--- src/rtl/logic_sweep_tester.sv ---
// Sweeps all eight {a,b,c} vectors into logic_functions and checks O1..O4 against the golden equations.
// Latency: done rises 8*(SETTLE_CYCLES+2) cycles after an accepted start.
// Backpressure: none; start is ignored while busy and is never queued.
module logic_sweep_tester #(
    parameter int SETTLE_CYCLES = 4,
    parameter int ERR_WIDTH     = 6
) (
    input  logic                 clk,
    input  logic                 rst,
    input  logic                 start,
    output logic                 a,
    output logic                 b,
    output logic                 c,
    input  logic                 o1,
    input  logic                 o2,
    input  logic                 o3,
    input  logic                 o4,
    output logic                 busy,
    output logic                 done,
    output logic                 pass,
    output logic [ERR_WIDTH-1:0] err_count,
    output logic [7:0]           mismatch_vec
);

    typedef enum logic [2:0] {
        S_IDLE,
        S_APPLY,
        S_SETTLE,
        S_CHECK,
        S_DONE
    } state_t;

    localparam int CW = (SETTLE_CYCLES > 2) ? $clog2(SETTLE_CYCLES) : 1;
    localparam logic [CW-1:0] SETTLE_LOAD = (SETTLE_CYCLES > 0) ? CW'(SETTLE_CYCLES - 1) : '0;
    localparam int SW = ERR_WIDTH + 3;
    localparam logic [ERR_WIDTH-1:0] ERR_MAX = {ERR_WIDTH{1'b1}};

    state_t         state;
    logic [2:0]     vec;
    logic [CW-1:0]  settle_cnt;

    logic           g1, g2, g3, g4;
    logic [3:0]     diff;
    logic [2:0]     n_err;
    logic [SW-1:0]  err_sum;
    logic [ERR_WIDTH-1:0] err_next;

    // Golden outputs are derived from vec, which a/b/c mirror throughout CHECK.
    always_comb begin
        g1 = (vec[2] & vec[0]) | (~vec[2] & vec[1]);
        g2 = (vec[2] | ~vec[0]) & vec[1] & vec[0];
        g3 = (vec[2] & ~vec[1]) | vec[0];
        g4 = (vec[2] & vec[1]) | (~vec[1] & ~vec[0]);
        diff = {o4 ^ g4, o3 ^ g3, o2 ^ g2, o1 ^ g1};
        n_err = {2'b00, diff[0]} + {2'b00, diff[1]} + {2'b00, diff[2]} + {2'b00, diff[3]};
        err_sum = SW'(err_count) + SW'(n_err);
        err_next = (err_sum > SW'(ERR_MAX)) ? ERR_MAX : err_sum[ERR_WIDTH-1:0];
    end

    always_ff @(posedge clk) begin
        if (rst) begin
            state        <= S_IDLE;
            vec          <= '0;
            settle_cnt   <= '0;
            a            <= 1'b0;
            b            <= 1'b0;
            c            <= 1'b0;
            busy         <= 1'b0;
            done         <= 1'b0;
            pass         <= 1'b0;
            err_count    <= '0;
            mismatch_vec <= '0;
        end else begin
            case (state)
                S_IDLE, S_DONE: begin
                    if (start) begin
                        state        <= S_APPLY;
                        vec          <= '0;
                        {a, b, c}    <= 3'b000;
                        err_count    <= '0;
                        mismatch_vec <= '0;
                        done         <= 1'b0;
                        pass         <= 1'b0;
                        busy         <= 1'b1;
                    end
                end
                S_APPLY: begin
                    settle_cnt <= SETTLE_LOAD;
                    state      <= (SETTLE_CYCLES == 0) ? S_CHECK : S_SETTLE;
                end
                S_SETTLE: begin
                    if (settle_cnt == '0) begin
                        state <= S_CHECK;
                    end else begin
                        settle_cnt <= settle_cnt - CW'(1);
                    end
                end
                S_CHECK: begin
                    err_count         <= err_next;
                    mismatch_vec[vec] <= mismatch_vec[vec] | (n_err != 3'd0);
                    if (vec == 3'd7) begin
                        state <= S_DONE;
                        busy  <= 1'b0;
                        done  <= 1'b1;
                        pass  <= (err_next == '0);
                    end else begin
                        vec       <= vec + 3'd1;
                        {a, b, c} <= vec + 3'd1;
                        state     <= S_APPLY;
                    end
                end
                default: state <= S_IDLE;
            endcase
        end
    end

endmodule

--- config.mk ---
export PLATFORM = sky130hd
export DESIGN_NAME = logic_sweep_tester
export DESIGN_NICKNAME = d
export VERILOG_FILES = /design/src/rtl/logic_sweep_tester.sv
export SDC_FILE = /design/constraint.sdc
export NUM_CORES = 1
export LEC_CHECK = 0
export CAP_MARGIN = 30
export CORE_AREA = 2 2 75 77
export CTS_CLUSTER_DIAMETER = 120
export DETAILED_ROUTE_END_ITERATION = 8
export DIE_AREA = 0 0 77 79
export GPL_ROUTABILITY_DRIVEN = 0
export GPL_TIMING_DRIVEN = 0
export HOLD_SLACK_MARGIN = 0.1
export SLEW_MARGIN = 10
export SYNTH_ARGS = -nofsm -noshare
export SYNTH_HDL_FRONTEND = slang
export SYNTH_SLANG_ARGS = --single-unit
--- constraint.sdc ---
create_clock -name clk -period 3.5 [get_ports clk]
set_input_delay 0.35 -clock clk [delete_from_list [all_inputs] [get_ports clk]]
set_output_delay 0.35 -clock clk [all_outputs]
set_load 0.03 [all_outputs]
==> out/summary.txt <==
die height -> 79 um
final hold slack -> 0.488 ns
Worst EP required -> 3.70 ns
antenna violations before repair -> 0
clk_lat worst skew -> 0.26 ns
Mapped Area -> 1520 um2
hpwl dp -> 2930 um
Post-DP Area -> 1900 um2
crit-path max FO -> 10
Logic pwr share -> 0.270
DRT antenna net count -> 0
Pint -> 454 uW
Clk pwr share -> 0.263
status -> completed
# rows -> 27
Area Overhead vs Synth -> 35.3%
Relative slew margins -> 0.601
Lkg Pwr -> 0.000750 uW
Overflow after GRT -> 0
die area -> 6080 um2
vias in the first global route -> 1,411
reg-to-reg startpoint -> a
cell total after placement -> 284
Clock Pin Slew Worst Setup and Hold Paths -> 0.09 ns
sw frac -> 0.307
Worst Reg-to-Reg Cells -> 11
syn_nets -> 203
Hold Buf Count CTS -> 0
Slew Viols, Final -> 0
library cells used by synthesis -> 36
GRT Overall Usage -> 0.138
maximum buffer depth of the clock tree -> 2
Routed WL -> 4040 um
diode count -> 0
CP Class -> register to register
clock buffer count from CTS -> 3
Setup crit start -> a
Tcrit/Tclk final -> 0.975
Seq/Total Area, Yosys -> 0.330
pwr/cell area -> 319 nW/um2
Ys Warns -> 0
IO buf count -> 26
# IOs -> 27
Via Count -> 1,502
Setup crit end kind -> register
Core ar. -> 5340 um2
final hold viol count -> 0
Clock Sinks -> 25
RSZ-0062 raised after global routing -> true
Die W -> 77 um
count of nets after finishing -> 235
MaxCap Viol Count -> 0
Pwr Total -> 655 uW
H-tree depth -> 1
layout cells sized above 1 -> 0.138
Syn Inst Count -> 186
global-route wire length before repair -> 6820 um
# fillers -> 572
Setup-failing EPs final -> 0
hold path endpoint -> pass
post-route cell area -> 2050 um2
Max Freq -> 293 MHz
Hold Crit Depth -> 2
drt first pass iters -> 4
crit path time final -> 3.41 ns
drt drc -> 0
setup TNS -> 0 ns
Psw -> 201 uW
Hold Startpoint -> pass
CTS root buf -> clkbuf_8
vias per cell -> 5.20
Yosys reg bits -> 25
Avg Cell Area, Syn -> 8.15 um2
Clock Skews -> 0.00358 ns
Non-Filler Instances -> 289
worst r2r dst -> pass
Wirelength per Cell -> 14.0 um
crit start category -> register
largest net degree at the start of global routing -> 14
critical path arrival -> 3.61 ns
worst hold path type -> register to register
Flop pwr share -> 0.467
Initial DRC Count -> 117
initial cell density of the core -> 0.284
Worst IR Drop VDD -> 0.188 mV
CTS tree -> done
worst-margin pin slew -> 0.596 ns
Reg2Reg Setup Slack -> 0.09 ns
## power by group through the flow
stage | registers, uW | logic (uW) | clock network, uW
CTS | 306 | 171 | 177
global placement | 311 | 162 | 0
detailed placement | 311 | 165 | 0
finish | 306 | 177 | 172
global route | 308 | 200 | 188
floorplan | 316 | 113 | 0
## critical path: stages (launching register included)
cell and delay, ns:
dfxtp_2 0.34, buf_8 0.13, clkbuf_16 0.16, a21oi_4 0.16, xnor2_2 0.14, fa_1 0.48, ha_4 0.29, ha_2 0.18
fa_1 0.43, or4_1 0.49, or4_1 0.41, o21ai_1 0.14
## timing repair
action | 4_1_cts | 5_1_grt
endpoints found under the setup margin | 1 | 1
gates resized for setup | 12 | 5
buffers inserted | 3 | 0
endpoints found under the hold margin | 0 | 0
pin swaps | 6 | 3
## per-stage QoR
step	setup WS, ns	util
CTS	0.0158	0.378
finish	0.0862	0.384
floorplan	0.0224	-
global placement	-0.185	0.356
detailed placement	-0.153	0.356
global route	-0.0381	0.384
## area by class of cell
cell class,instances,area (um2),share of cell area
buffer,10,95.1,0.0463
clock buffer,4,45.0,0.0220
inverter,4,15.0,0.00732
multi-input combinational,145,1010,0.495
sequential,25,509,0.248
tap,72,90.1,0.0439
timing repair buffer,29,283,0.138
## placed cells by master, fill, tap and decap left out, drive strengths merged
cell            n
or4             2
fa              2
xnor2           6
clkbuf         10
nand4           2
nand3          11
a32oi           7
dfxtp          25
and3b           1
nor3           10
nor3b           2
mux2            2
and4bb          1
nand2b          1
ha              8
o21bai          1
and3            3
nor2           19
nand3b          4
o2111a          1
buf             7
o21ai           7
or3             1
nand2          17
and4b           1
nor2b           3
nand4b          5
mux2i           5
inv             4
a221oi          1
a211oi          1
a21oi          17
a31oi           1
clkdlybuf4s50  26
a22oi           3
## worst max path at each step
stage,end,slack [ns],cells after the start
floorplan,pass,0.02,11
global placement,pass,-0.18,11
detailed placement,pass,-0.15,11
CTS,pass,0.02,11
global route,pass,-0.04,10
finish,pass,0.09,11
## per-layer routing
| layer | vias to the layer above | GRT usage | routed length, um |
|---|---|---|---|
| li1 | 746 | - | - |
| met2 | 43 | 0.218 | 1840 |
| met1 | 706 | 0.183 | 1870 |
| met4 | 0 | 0.0411 | 80 |
| met5 | - | 0 | 0 |
| met3 | 7 | 0.0375 | 235 |
## synthesized netlist by cell type
master     n  area (um2)
a21oi_1   17        85.1
or3_1      1        6.26
nand4b_1   5        43.8
nand2b_1   1        6.26
xnor2_1    6        52.6
dfxtp_1   25         500
mux2i_1    5        50.1
nand3_1   11        55.1
o21ai_0    6        30.0
nor2_1    19        71.3
clkbuf_2   1        5.00
clkbuf_1   7        26.3
a31oi_1    1        6.26
buf_2      4        20.0
and3_1     3        18.8
and3b_1    1        8.76
nor2b_1    3        18.8
nor3b_1    2        15.0
o21bai_1   1        7.51
o2111a_1   1        11.3
a32oi_1    7        61.3
or4_1      2        15.0
nand2_1   17        63.8
nor3_1    10        50.1
nand3b_1   4        30.0
a22oi_1    3        22.5
mux2_2     2        22.5
a221oi_1   1        8.76
o21ai_1    1        5.00
and4bb_2   1        12.5
inv_1      4        15.0
a211oi_1   1        7.51
nand4_1    2        12.5
fa_1       2        40.0
and4b_2    1        11.3
ha_1       8         100
## registers in the layout (all words and copies together) (netlist names), 2 cells and up
register / cells
err_count: 6
state: 3
settle_cnt: 2
mismatch_vec: 8
## logic make-up (layout without fill, tap and decap cells)
logic type | after synthesis | in the layout | synth area share
and+or+nand+nor | 83 | 83 | 0.290
muxes | 7 | 7 | 0.0479
AOI/OAI and AO/OA | 39 | 39 | 0.162
DFF | 25 | 25 | 0.330
buffers and inverters | 16 | 47 | 0.0437
adders and majority gates | 10 | 10 | 0.0924
xor gates and xnor gates | 6 | 6 | 0.0347
Power figures use the tool's default switching activity.
